===== src/rtl/stop_watch_pkg.sv =====
// -----------------------------------------------------------------------------
// stop_watch_pkg
// Shared types and constants for the parametrised BCD stopwatch.
//   bcd_t            : one 4-bit BCD digit
//   state_e          : FSM state encoding {IDLE, RUN, PAUSE}
//   BCD_MAX/BCD_MIN  : digit range limits
//   bcd_is_terminal  : true when a digit sits at the end of its range for the
//                      current count direction (9 counting up, 0 counting down)
// -----------------------------------------------------------------------------
package stop_watch_pkg;

    typedef logic [3:0] bcd_t;

    typedef enum logic [1:0] {
        IDLE  = 2'd0,
        RUN   = 2'd1,
        PAUSE = 2'd2
    } state_e;

    localparam bcd_t BCD_MAX = 4'd9;
    localparam bcd_t BCD_MIN = 4'd0;

    function automatic logic bcd_is_terminal(input bcd_t q, input logic up);
        logic term;
        if (up) begin
            term = (q == BCD_MAX);
        end else begin
            term = (q == BCD_MIN);
        end
        return term;
    endfunction

endpackage


===== src/rtl/stop_watch_bcd_param_digit_cell.sv =====
// -----------------------------------------------------------------------------
// bcd_digit_cell
// One BCD digit of the stopwatch counter chain.
// Ports:
//   clk    in   clock
//   reset  in   synchronous active-high reset (digit -> 0)
//   clr    in   synchronous clear (digit -> 0)
//   en     in   chain enable: a count step is taking place this cycle
//   up     in   1 = count up, 0 = count down
//   cin    in   ripple carry/borrow from the digit below (tie 1 on digit 0)
//   q      out  registered digit value, always 0..9
//   cout   out  terminal value (9 up / 0 down) AND enabled step; feeds the
//                next digit's cin
// -----------------------------------------------------------------------------
module bcd_digit_cell
    import stop_watch_pkg::*;
(
    input  logic clk,
    input  logic reset,
    input  logic clr,
    input  logic en,
    input  logic up,
    input  logic cin,
    output bcd_t q,
    output logic cout
);

    bcd_t q_q;
    bcd_t q_d;
    logic step_s;
    logic term_s;

    // Digit steps only when the chain is enabled and every lower digit rolled over.
    always_comb begin
        step_s = en & cin;
        term_s = bcd_is_terminal(q_q, up);
        cout   = term_s & step_s;
    end

    // Next digit value: roll 9->0 going up, 0->9 going down, else +/-1.
    always_comb begin
        q_d = q_q;
        if (step_s) begin
            if (term_s) begin
                if (up) begin
                    q_d = BCD_MIN;
                end else begin
                    q_d = BCD_MAX;
                end
            end else if (up) begin
                q_d = q_q + 4'd1;
            end else begin
                q_d = q_q - 4'd1;
            end
        end else begin
            q_d = q_q;
        end
    end

    // Digit register with reset and clear.
    always_ff @(posedge clk) begin
        if (reset) begin
            q_q <= BCD_MIN;
        end else if (clr) begin
            q_q <= BCD_MIN;
        end else begin
            q_q <= q_d;
        end
    end

    assign q = q_q;

endmodule


===== src/rtl/stop_watch_bcd_param.sv =====
// -----------------------------------------------------------------------------
// stop_watch_bcd_param
// Parametrised N-digit BCD stopwatch with prescaler, up/down counting,
// IDLE/RUN/PAUSE FSM, wrap-or-saturate end handling and sticky overflow flag.
// Optional lap capture register enabled by macro STOP_WATCH_LAP_EN.
// Parameters:
//   NUM_DIGITS  number of BCD digits (1..8), digit 0 least significant
//   TICK_DIV    clk cycles per count tick (>=2)
//   WRAP        1: roll over at end of range, 0: saturate and hold
// Ports:
//   clk_amisha        in   clock
//   reset_amisha      in   synchronous active-high reset
//   go_amisha         in   level: 1 run, 0 pause
//   clr_amisha        in   synchronous clear of count, prescaler, flags
//   up_amisha         in   count direction, sampled on tick cycles
//   d_amisha          out  BCD digits, [3:0] = digit 0
//   tick_amisha       out  pulse in the cycle a count step occurs
//   running_amisha    out  FSM is in RUN
//   ovf_amisha        out  sticky over/underflow flag
//   (STOP_WATCH_LAP_EN) lap_amisha in, lap_d_amisha out, lap_valid_amisha out
// -----------------------------------------------------------------------------
module stop_watch_bcd_param
    import stop_watch_pkg::*;
#(
    parameter int NUM_DIGITS = 4,
    parameter int TICK_DIV   = 5_000_000,
    parameter int WRAP       = 1
) (
    input  logic                    clk_amisha,
    input  logic                    reset_amisha,
    input  logic                    go_amisha,
    input  logic                    clr_amisha,
    input  logic                    up_amisha,
    output logic [4*NUM_DIGITS-1:0] d_amisha,
    output logic                    tick_amisha,
    output logic                    running_amisha,
    output logic                    ovf_amisha
`ifdef STOP_WATCH_LAP_EN
    ,
    input  logic                    lap_amisha,
    output logic [4*NUM_DIGITS-1:0] lap_d_amisha,
    output logic                    lap_valid_amisha
`endif
);

    localparam int PRESC_W = (TICK_DIV > 2) ? $clog2(TICK_DIV) : 1;
    localparam logic [PRESC_W-1:0] PRESC_LAST = PRESC_W'(TICK_DIV - 1);

    localparam logic [1:0] ST_IDLE  = IDLE;
    localparam logic [1:0] ST_RUN   = RUN;
    localparam logic [1:0] ST_PAUSE = PAUSE;

    logic [1:0]              state_q;
    logic [1:0]              state_d;
    logic [PRESC_W-1:0]      presc_q;
    logic [PRESC_W-1:0]      presc_d;
    logic                    ovf_q;
    logic                    ovf_d;
    logic                    tick_s;
    logic                    all_nine_s;
    logic                    all_zero_s;
    logic                    at_end_s;
    logic                    step_en_s;
    logic                    end_event_s;
    logic [NUM_DIGITS:0]     carry_s;
    logic [4*NUM_DIGITS-1:0] d_s;

    // Run/pause FSM; clear forces IDLE ahead of go.
    always_comb begin
        state_d = state_q;
        if (clr_amisha) begin
            state_d = ST_IDLE;
        end else begin
            case (state_q)
                ST_IDLE:  state_d = go_amisha ? ST_RUN : ST_IDLE;
                ST_RUN:   state_d = go_amisha ? ST_RUN : ST_PAUSE;
                ST_PAUSE: state_d = go_amisha ? ST_RUN : ST_PAUSE;
                default:  state_d = ST_IDLE;
            endcase
        end
    end

    // Tick fires on the last prescaler count in RUN, unless the cycle is being cleared.
    always_comb begin
        tick_s = (state_q == ST_RUN) && (presc_q == PRESC_LAST)
                 && !clr_amisha && !reset_amisha;
    end

    // Prescaler advances only in RUN, so PAUSE keeps the partial tick period.
    always_comb begin
        presc_d = presc_q;
        if (clr_amisha) begin
            presc_d = '0;
        end else if (state_q == ST_RUN) begin
            if (presc_q == PRESC_LAST) begin
                presc_d = '0;
            end else begin
                presc_d = presc_q + PRESC_W'(1);
            end
        end else begin
            presc_d = presc_q;
        end
    end

    // End-of-range detect: all 9s counting up, all 0s counting down.
    always_comb begin
        all_nine_s = 1'b1;
        all_zero_s = 1'b1;
        for (int i = 0; i < NUM_DIGITS; i++) begin
            all_nine_s = all_nine_s & (d_s[4*i +: 4] == BCD_MAX);
            all_zero_s = all_zero_s & (d_s[4*i +: 4] == BCD_MIN);
        end
        at_end_s = up_amisha ? all_nine_s : all_zero_s;
    end

    // Saturating build suppresses the step at the end of range; wrapping lets
    // the natural BCD rollover happen and reads the event off the final carry.
    always_comb begin
        if (WRAP != 0) begin
            step_en_s   = tick_s;
            end_event_s = carry_s[NUM_DIGITS];
        end else begin
            step_en_s   = tick_s & ~at_end_s;
            end_event_s = tick_s & at_end_s;
        end
    end

    // Sticky overflow, cleared only by clear (reset handled in the register).
    always_comb begin
        ovf_d = ovf_q;
        if (clr_amisha) begin
            ovf_d = 1'b0;
        end else if (end_event_s) begin
            ovf_d = 1'b1;
        end else begin
            ovf_d = ovf_q;
        end
    end

    assign carry_s[0] = 1'b1;

    genvar g;
    for (g = 0; g < NUM_DIGITS; g++) begin : g_digit
        bcd_digit_cell u_cell (
            .clk   (clk_amisha),
            .reset (reset_amisha),
            .clr   (clr_amisha),
            .en    (step_en_s),
            .up    (up_amisha),
            .cin   (carry_s[g]),
            .q     (d_s[4*g +: 4]),
            .cout  (carry_s[g+1])
        );
    end

    // Control state registers.
    always_ff @(posedge clk_amisha) begin
        if (reset_amisha) begin
            state_q <= ST_IDLE;
            presc_q <= '0;
            ovf_q   <= 1'b0;
        end else begin
            state_q <= state_d;
            presc_q <= presc_d;
            ovf_q   <= ovf_d;
        end
    end

    assign d_amisha       = d_s;
    assign tick_amisha    = tick_s;
    assign running_amisha = (state_q == ST_RUN);
    assign ovf_amisha     = ovf_q;

`ifdef STOP_WATCH_LAP_EN
    logic [4*NUM_DIGITS-1:0] lap_d_q;
    logic [4*NUM_DIGITS-1:0] lap_d_d;
    logic                    lap_valid_q;
    logic                    lap_valid_d;

    // Lap captures the digits shown this cycle (pre-tick value); ignored in IDLE.
    always_comb begin
        lap_d_d     = lap_d_q;
        lap_valid_d = lap_valid_q;
        if (clr_amisha) begin
            lap_d_d     = '0;
            lap_valid_d = 1'b0;
        end else if (lap_amisha && (state_q != ST_IDLE)) begin
            lap_d_d     = d_s;
            lap_valid_d = 1'b1;
        end else begin
            lap_d_d     = lap_d_q;
            lap_valid_d = lap_valid_q;
        end
    end

    // Lap registers.
    always_ff @(posedge clk_amisha) begin
        if (reset_amisha) begin
            lap_d_q     <= '0;
            lap_valid_q <= 1'b0;
        end else begin
            lap_d_q     <= lap_d_d;
            lap_valid_q <= lap_valid_d;
        end
    end

    assign lap_d_amisha     = lap_d_q;
    assign lap_valid_amisha = lap_valid_q;
`endif

endmodule


===== config.mk =====
export PLATFORM = sky130hd
export DESIGN_NAME = stop_watch_bcd_param
export DESIGN_NICKNAME = d
export VERILOG_FILES = /design/src/rtl/stop_watch_pkg.sv /design/src/rtl/stop_watch_bcd_param_digit_cell.sv /design/src/rtl/stop_watch_bcd_param.sv
export SDC_FILE = /design/constraint.sdc
export NUM_CORES = 1
export LEC_CHECK = 0
export CAP_MARGIN = 40
export CELL_PAD_IN_SITES_DETAIL_PLACEMENT = 0
export CELL_PAD_IN_SITES_GLOBAL_PLACEMENT = 1
export CORE_MARGIN = 2
export CORE_UTILIZATION = 48
export CTS_BUF_LIST = sky130_fd_sc_hd__clkbuf_4 sky130_fd_sc_hd__clkbuf_8
export CTS_CLUSTER_DIAMETER = 150
export CTS_CLUSTER_SIZE = 30
export DETAILED_ROUTE_END_ITERATION = 10
export HOLD_SLACK_MARGIN = 0.15
export PLACE_DENSITY = 0.85
export SYNTH_ARGS = -nofsm -noshare
export SYNTH_HDL_FRONTEND = slang
export SYNTH_SLANG_ARGS = --single-unit

===== constraint.sdc =====
create_clock -name clk_amisha -period 7.38 [get_ports clk_amisha]
set_clock_uncertainty 0.15 [all_clocks]
set_input_delay 2.214 -clock clk_amisha [delete_from_list [all_inputs] [get_ports clk_amisha]]
set_output_delay 2.214 -clock clk_amisha [all_outputs]
set_load 0.05 [all_outputs]

Yosys cells after proc, flatten, opt, wreduce, memory -nomap -nowiden --
Index checks and enable logic that the tools add are counted.
Operators by class: add/subtract/negate cells 9, eq/ne operators 7, muxes and demuxes 17, bitwise operators 7, reductions and logical operators 12
Operators by type and width (number):
- $mux 4 | 9
- $add 23x1->23 const B | 1
- $eq 23x23->1 const B | 1
- $mux 23 | 1
- $add 4x1->4 const B | 4
- $eq 4x4->1 const B | 4
- $logic_not 4->1 | 4
- $sub 4x1->4 const B | 4
- $and 1x1->1 | 7
- $mux 1 | 5
- $pmux 2 s2 | 1
- $reduce_or 2->1 | 2
- $logic_and 1x1->1 | 3
- $eq 2x1->1 const B | 1
- $eq 2x2->1 const B | 1
- $logic_not 1->1 | 2
- $logic_not 2->1 | 1
- $mux 2 | 1
Word-level totals: register bits after elaboration 42, input bits 5, output and inout port bits 19, word-level logic and storage cells 59

Longest topological paths before layout --
Gate-level depths: netlist (run 1).
word-level depth 11, mapped depth 9, mapped depth without buffers 7

Modules after synthesis --
From an unflattened synthesis (run 1), not the netlist that was laid out.
Second synthesis, totals: cell total of the unflattened synthesis 272, area total of the unflattened synthesis 2428.6 um2
Modules (own cells, without submodules):
- stop_watch_bcd_param | times used 1, cells each 143, area each 1267.5 um2
- bcd_digit_cell at g_digit[1].u_cell ... | times used 3, cells each 32, area each 286.5 um2
- bcd_digit_cell at g_digit[0].u_cell | times used 1, cells each 33, area each 301.5 um2

Worst setup path before layout (run 1) --
Ideal clock, no wire load.
path type input port to output port, start point in clr_amisha, end point out tick_amisha, arrival 3549 ps, data required time 5016 ps, slack 1467 ps, stages on the path 4, path buffers 2, cell sequence or2_2 -> clkbuf_1 -> buf_1 -> nor2_1
Between the ends: cells in the longest elaborated chain, start to end 3
RTL lines:
- from (decl) | RTL line stop_watch_bcd_param.sv:32 | input logic clr_amisha,
- $logic_not 1->1 | RTL line stop_watch_bcd_param.sv:86 | && !clr_amisha && !reset_amisha;
- $logic_and 1x1->1 (2 in series) | RTL line stop_watch_bcd_param.sv:86
- to (decl) | RTL line stop_watch_bcd_param.sv:35 | output logic tick_amisha,
No other way between the ends.

Worst setup path after layout (run 1) --
Same ends and word-level chain as after synthesis.

==> results of run 1 <==
==> critical path, cell delays in order <==
cell and delay (ns):
clkdlybuf4s50_1 0.41, or2_2 0.45, nor2_1 0.15, clkdlybuf4s50_1 0.81
==> layer usage <==
metal	routed length, microns	track usage	part of all wire
met5	0	0	0
met4	63	0.0526	0.014
met3	86	0.0317	0.020
met2	2050	0.301	0.47
met1	2200	0.230	0.50
==> cells in the mapped netlist, types with 2 or more instances <==
cell type  instances
or3_1              5
nand4_1            8
nor4_1             6
nor3_1             6
ha_1              12
buf_2              3
nand3_1           10
a21oi_1           11
clkbuf_1           3
and3_1             2
o211ai_1           7
fa_1               4
xor2_1            18
nor2b_1            2
nand2_1           28
mux2i_1           11
nand4_2            2
a21o_1             6
or2_2              3
nor4b_1            2
nor2_1            43
inv_1              5
o21ai_0            5
and3_2             2
buf_1              3
buf_6              2
dfxtp_1           42
xnor2_1           15
o21ai_1            3
==> worst paths after layout <==
kind                   start           to  slack [ns]  cells after the start
setup / recovery  clr_amisha  tick_amisha        0.98                      4
hold / removal    ovf_amisha   ovf_amisha        0.32                      2
setup reg to reg  state_q[1]  presc_q[18]        4.74                      7
hold reg to reg   ovf_amisha   ovf_amisha        0.32                      2
==> flip-flops by register name, summed over array words and instances, names as in the netlist <==
signal,cells
g_digit.u_cell.q,16
ovf_amisha,1
presc_q,23
state_q,2
==> layout make-up <==
type,count,area share
clock inverters,1,0.00178
multi-input cells,224,0.547
well taps,70,0.0312
clock buffers,7,0.0321
flip-flops and latches,42,0.300
inverters,5,0.00669
repair buffers,23,0.0820
==> stage by stage <==
step | hold WS (ns) | worst slack [ns] | instances | util | power (uW)
after global routing | 0.348 | 0.893 | 372 | 0.560 | 422
after global placement | 0.296 | 0.973 | 364 | 0.541 | 256
final | 0.317 | 0.983 | 372 | 0.560 | 404
after detailed placement | 0.299 | 0.970 | 364 | 0.541 | 256
after floorplan | 0.321 | 1.47 | 282 | - | 250
after CTS | 0.316 | 0.970 | 372 | 0.560 | 411
==> where the power goes <==
part           internal (uW)  leakage (uW)  switching [uW]
sequential               227      0.000338           0.358
combinational           8.80      0.000695            14.4
clock                   79.1     0.0000517            74.5
total                    315       0.00108            89.3
==> cell families after synthesis <==
| group | share of synthesized area |
|---|---|
| xor gates and xnor gates | 0.118 |
| AOI/OAI and AO/OA | 0.102 |
| and+or+nand+nor | 0.262 |
| muxes | 0.0495 |
| adders and majority gates | 0.0938 |
| DFF | 0.343 |
| buffers and inverters | 0.0321 |
==> impl_metrics.csv, run 1 <==
group,metric,value,unit
worst_setup_path,end_kind,"output port",
detailed_routing,dr.pass1.iters,4,
synth,async_flop_share,0,
cts,cts_hold_buf,0,
floorplan,core_area,5010,sq um
grt,grt_first_pass_wirelength,7920,microns
detailed_routing,drc,0,
cts,cts-root-buf,"clkbuf_8",
worst_setup_path,required,5.02,ns
detailed_routing,ant_nets,0,
synth,synth.distinct_cells,42,
finish,seq_area,841,sq um
cts,cts_sinks,42,
synth,syn_inst,282,
placement,place_area,2710,sq um
cts,tritoncts,"built",
synth,syn_area,2450,sq um
floorplan,die_y,75.5,microns
synth,ys_warn_count,0,
finish,multi_input_area,1530,sq um
synth,synth_ff_type,"dfxtp_1",
detailed_routing,wl_per_cell,11.8,microns
cts,h-tree-depth,2,
sta,setup_violations,0,
synth,ys_seq_area_frac,0.343,
placement,io_buffers,23,
synth,synth_edf_count,0,
placement,gp_congestion,0.747,
placement,hpwl,3170,microns
cts,numCtsBuffers,5,
cts,clockBufferDepth,2,
finish,drive_gt1_frac,0.0762,
floorplan,initial_core_util,0.490,
sta,worst_pin_slew,0.811,ns
worst_setup_path,critPathKind,"in2out",
detailed_routing,vias,1917,
sta,clock.fmax,0.156,GHz
cts,insertion_delay,0.29,ns
detailed_routing,drt_iter0_drc,75,
worst_setup_path,critPathArrivalTime,4.03,ns
sta,slew_headroom,0.457,
detailed_routing,routed_wl,4400,microns
finish,final_area,2810,sq um
finish,fillers,462,
status,outcome,"finished clean",
sta,rsz0062_at_grt,"no",
cts,post_cts_resized,0,
cts,cts_setup_buffers,0,
synth,syn-num-nets,303,
power,irDropWorstVdd,0.000147,V
power,power_density,144,nW/um^2
floorplan,die_x,75.5,microns
synth,synth_area_leader_cell,"dfxtp_1",
grt,grt_antenna_before_repair,0,
floorplan,dieArea,5700,sq um
finish,layout_commonest_cell,"nor2_1",
grt,globalRouteOverflowTotal,0,
sta,fin_setup_tns,0,ns
floorplan,pin_count,24,
finish,nNetsFinal,322,
synth,yosys-top-cells-area,"dfxtp_1, nor2_1, xor2_1",
grt,grt_max_degree,25,
cts,clkTransAtPathRegs,0.08,ns
worst_setup_path,startpoint_type,"primary input",
floorplan,rows,26,
synth,syn_avg_cell_area,8.70,sq um
sta,finalCritPeriodShare,0.867,
synth,synth_top_area_share,0.343,
grt,grt_pass1_vias,1828,
worst_hold_path,hold_path.class,"reg2reg",
sta,drv_slew,0,
finish,final_cell_mix,"nor2_1, dfxtp_1, nand2_1",
detailed_routing,via_per_inst,5.15,
sta,hold_viol,0,
finish,syn2layout_area_growth,14.4,%
sta,period_minus_slack,6.40,ns
worst_setup_path,critPathMaxFanout,18,
synth,ys_ff_latch,42,
power,leakage,0.00108,uW
finish,diodes,0,
run,cap_violations,0,
grt,track_usage,0.177,
(Power assumes the default switching activity.)
==> run 2: changes to the inputs <==
--- a/config.mk
+++ b/config.mk
@@ -16,4 +16,5 @@
 export DETAILED_ROUTE_END_ITERATION = 10
 export HOLD_SLACK_MARGIN = 0.15
+export MAX_ROUTING_LAYER = met4
 export PLACE_DENSITY = 0.85
 export SYNTH_ARGS = -nofsm -noshare
==> constraint.sdc (replaced) <==
create_clock -name clk_amisha -period 7.38 [get_ports clk_amisha]
set_clock_uncertainty 0.15 [all_clocks]
set_input_delay 0.738 -clock clk_amisha [delete_from_list [all_inputs] [get_ports clk_amisha]]
set_output_delay 0.738 -clock clk_amisha [all_outputs]
set_load 0.05 [all_outputs]
==> run 2 against run 1 <==
First-iteration DRC count decreased by 49%; die area is the same; fmax up 69%; hold slack better by 0.0031 ns; global-route usage increased by 1.6 points; clock power increased by 45%; critical path depth rose by 3; final cell count is the same.
==> impl_metrics.csv, run 2 (synthesis gave the netlist of run 1 again) <==
group,metric,value,unit
power,seqPwrFrac,0.480,
power,irDropWorstVdd,0.0000811,V
power,power_density,166,nW/um^2
finish,seq_area,841,sq um
power,power,474,uW
placement,hpwl,3370,microns
floorplan,die_y,75.5,microns
sta,worst_slack,3.60,ns
detailed_routing,drt_iter0_drc,38,
sta,clock.fmax,0.264,GHz
cts,cts_hold_buf,0,
worst_setup_path,critPathArrivalTime,2.89,ns
finish,fin_cells,372,
sta,worst_pin_slew,0.809,ns
run,cap_violations,0,
detailed_routing,via_per_inst,5.32,
grt,grt_first_pass_wirelength,8250,microns
power,sw_frac_of_total,0.198,
sta,hold_viol,0,
worst_setup_path,required,6.49,ns
placement,gp_congestion,0.793,
worst_hold_path,hold_path.class,"reg2reg",
placement,dp.cells,364,
placement,preCtsSetupSlack,3.54,ns
detailed_routing,routed_wl,4670,microns
cts,cts_sinks,42,
grt,track_usage,0.193,
cts,insertion_delay,0.30,ns
cts,cts-root-buf,"clkbuf_8",
power,switchingPower,93.8,uW
power,intPower,380,uW
grt,grt_pass1_vias,1889,
floorplan,rows,26,
finish,syn2layout_area_growth,16.3,%
floorplan,dieArea,5700,sq um
finish,diodes,0,
status,outcome,"finished clean",
finish,top_register,"presc_q",
cts,cts_setup_buffers,0,
floorplan,core_area,5010,sq um
finish,nNetsFinal,322,
detailed_routing,wl_per_cell,12.5,microns
sta,fin_setup_tns,0,ns
detailed_routing,dr.pass1.iters,6,
power,leakage,0.00110,uW
finish,fillers,509,
sta,slew_headroom,0.459,
finish,final_cell_mix,"nor2_1, dfxtp_1, nand2_1",
cts,tritoncts,"built",
grt,grt_antenna_before_repair,0,
cts,clockBufferDepth,2,
placement,io_buffers,23,
detailed_routing,ant_nets,0,
grt,grt_max_degree,25,
worst_setup_path,end_kind,"output port",
finish,drive_gt1_frac,0.0762,
worst_setup_path,critPathKind,"reg2out",
sta,drv_slew,0,
cts,numCtsBuffers,5,
detailed_routing,drc,0,
worst_setup_path,critPathMaxFanout,7,
worst_hold_path,worstHoldPathCells,2,
floorplan,initial_core_util,0.490,
floorplan,pin_count,24,
floorplan,die_x,75.5,microns
finish,layout_commonest_cell,"nor2_1",
detailed_routing,vias,1979,
cts,h-tree-depth,2,
power,comb_power_share,0.050,
cts,post_cts_resized,0,
sta,rsz0062_at_grt,"no",
cts,clkTransAtPathRegs,0.08,ns
grt,globalRouteOverflowTotal,0,
finish,multi_input_area,1530,sq um
finish,largest_register_ffs,23,
sta,period_minus_slack,3.78,ns
power,power_frac_clock,0.471,
sta,setup_violations,0,
sta,finalCritPeriodShare,0.513,
worst_setup_path,r2r_cells,7,
worst_setup_path,startpoint_type,"flop",
-- run 2: cell types whose count changed in the layout (fill, tap and decap cells not counted) --
cell,change
bufinv_16,+2
clkbuf_4,-1
clkinv_2,-1
-- run 2: through the flow --
| step | hold WS [ns] | utilization | area (sq um) |
|---|---|---|---|
| detailed placement | 0.310 | 0.541 | 2710 |
| global route | 0.343 | 0.570 | 2850 |
| finish | 0.320 | 0.570 | 2850 |
| CTS | 0.323 | 0.570 | 2850 |
| global placement | 0.300 | 0.541 | 2710 |
| floorplan | 0.321 | - | 2450 |
-- run 2: cell type report --
type | instances | area share
clock buffers | 6 | 0.0289
inverters | 5 | 0.00658
repair buffers | 23 | 0.0807
multi-input cells | 224 | 0.537
clock inverters | 2 | 0.0210
well taps | 70 | 0.0307
flip-flops and latches | 42 | 0.295
-- run 2: final timing paths --
path | to | slack, ns | from
min | ovf_amisha | 0.32 | ovf_amisha
max reg2reg | presc_q[20] | 4.69 | state_q[1]
min reg2reg | ovf_amisha | 0.32 | ovf_amisha
max | tick_amisha | 3.60 | state_q[1]
-- run 2: worst max-delay path, stage by stage, from the launching register on --
cell,delay [ns]
dfxtp_1,0.33
inv_1,0.07
ha_1,0.30
nand4_2,0.27
nor4_4,0.47
nand4_1,0.21
nor2_1,0.13
clkdlybuf4s50_1,0.81
-- run 2: power groups by stage --
stage / registers [uW] / clock network [uW] / logic [uW]
5_1_grt: 227 / 237 / 26.8
2_1_floorplan: 232 / 0 / 17.5
6_report: 227 / 223 / 23.5
4_1_cts: 227 / 232 / 23.9
3_5_place_dp: 233 / 0 / 23.8
3_3_place_gp: 233 / 0 / 23.2
-- run 2: metal layers --
metal,vias to the layer above,share of wire,global-route usage,wire (microns)
met5,-,0,-,0
met1,936,0.46,0.216,2150
met3,7,0.023,0.0397,108
met2,19,0.50,0.343,2350
met4,0,0.012,0.0643,56
li1,1017,-,-,-
==> run 3: changes to the inputs <==
CORE_UTILIZATION = 45   (was 48)
PLACE_DENSITY = 0.8   (was 0.85)
clock period = 3.9 ns   (was 7.38 ns; I/O delays follow)
==> run 3 against run 2 <==
Clock power up 56%; via count is 0.96% lower; setup slack lost 3.1 ns; design area shrank 0.75%; hold slack improved by 0.010 ns; sequential cell count did not move; final cell count increased by 0.27%; sequential power grew 89%; combinational power grew 94%; sequential share of layout area rose by 0.22 points.
==> impl_metrics.csv, run 3 (synthesis gave the netlist of run 1 again) <==
group,metric,value,unit
finish,syn2layout_area_growth,15.5,%
detailed_routing,wl_per_cell,12.6,microns
worst_setup_path,critPathMaxFanout,7,
sta,clock.fmax,0.296,GHz
floorplan,rows,26,
cts,numCtsBuffers,5,
worst_setup_path,critPathKind,"reg2out",
grt,grt_pass1_vias,1834,
placement,io_buffers,23,
cts,insertion_delay,0.29,ns
sta,finalCritPeriodShare,0.867,
detailed_routing,ant_nets,0,
floorplan,die_y,77.8,microns
sta,fin_setup_tns,0,ns
detailed_routing,dr.pass1.iters,4,
finish,drive_gt1_frac,0.0792,
worst_setup_path,startpoint_type,"flop",
finish,fillers,492,
detailed_routing,routed_wl,4710,microns
worst_setup_path,critPathArrivalTime,2.84,ns
detailed_routing,vias,1960,
finish,layout_commonest_cell,"nor2_1",
cts,clockBufferDepth,2,
finish,largest_register_ffs,23,
placement,place_area,2720,sq um
sta,setup_violations,0,
cts,cts-root-buf,"clkbuf_8",
sta,slew_headroom,0.511,
detailed_routing,drc,0,
cts,tritoncts,"built",
grt,grt_max_degree,23,
floorplan,pin_count,24,
grt,track_usage,0.173,
sta,worst_slack,0.518,ns
run,cap_violations,0,
worst_setup_path,end_kind,"output port",
finish,fin_util,0.548,
sta,worst_pin_slew,0.732,ns
worst_setup_path,required,3.36,ns
finish,final_cell_mix,"nor2_1, dfxtp_1, nand2_1",
finish,top_register,"presc_q",
status,outcome,"finished clean",
worst_hold_path,hold_start,"ovf_amisha",
sta,hold_viol,0,
finish,diodes,0,
floorplan,dieArea,6060,sq um
detailed_routing,via_per_inst,5.25,
cts,cts_hold_buf,0,
cts,h-tree-depth,2,
power,irDropWorstVdd,0.000215,V
floorplan,die_x,77.8,microns
cts,cts_setup_buffers,0,
sta,rsz0062_at_grt,"no",
sta,period_minus_slack,3.38,ns
finish,nNetsFinal,323,
floorplan,core_area,5170,sq um
sta,whs,0.330,ns
cts,post_cts_resized,0,
detailed_routing,drt_iter0_drc,87,
power,power_density,291,nW/um^2
sta,drv_slew,0,
floorplan,initial_core_util,0.474,
placement,gp_congestion,0.767,
grt,grt_antenna_before_repair,0,
cts,clkTransAtPathRegs,0.08,ns
worst_hold_path,hold_path.class,"reg2reg",
grt,grt_first_pass_wirelength,8440,microns
finish,final_area,2830,sq um
cts,cts_sinks,42,
worst_setup_path,r2r-start,"state_q[1]",
grt,globalRouteOverflowTotal,0,
placement,preCtsSetupSlack,0.770,ns
placement,hpwl,3370,microns
power,leakage,0.00109,uW
worst_setup_path,crit_start,"state_q[1]",
[run 3: per-layer routing]
| layer | vias to the layer above | wire length [microns] | global-route usage |
|---|---|---|---|
| li1 | 1021 | - | - |
| met1 | 916 | 2340 | 0.225 |
| met2 | 19 | 2230 | 0.281 |
| met3 | 4 | 104 | 0.0256 |
| met4 | 0 | 39 | 0.0500 |
| met5 | - | 0 | - |
[run 3: power breakdown]
group | internal [uW] | total, uW | switching [uW]
Combinational | 17.3 | 45.6 | 28.3
Sequential | 429 | 430 | 0.646
Clock | 190 | 348 | 158
[run 3: worst max-delay path, stage by stage, from the launching register on]
cell             delay [ns]
dfxtp_1                0.32
inv_1                  0.07
ha_1                   0.29
nand4_2                0.26
nor4_4                 0.44
nand4_1                0.22
nor2_1                 0.14
clkdlybuf4s50_1        0.81
[run 3: path summary, 6_finish.rpt]
kind                                    end  slack [ns]  depth (start not counted)
worst max-delay path            tick_amisha        0.52                          7
worst min-delay path             ovf_amisha        0.33                          2
worst max register to register  presc_q[10]        1.24                          7
worst min register to register   ovf_amisha        0.33                          2
[run 3: area by class of cell]
cell class	count	area [sq um]	share of cell area
multi-input cells	224	1530	0.542
inverters	5	18.8	0.00663
repair buffers	24	238	0.0839
flip-flops and latches	42	841	0.297
clock inverters	3	45.0	0.0159
well taps	70	87.6	0.0309
clock buffers	5	68.8	0.0243
[run 3: metrics by stage]
| step | power [uW] | instances |
|---|---|---|
| 2_1_floorplan | 473 | 282 |
| 3_3_place_gp | 485 | 365 |
| 3_5_place_dp | 486 | 365 |
| 4_1_cts | 833 | 373 |
| 5_1_grt | 859 | 373 |
| 6_report | 824 | 373 |
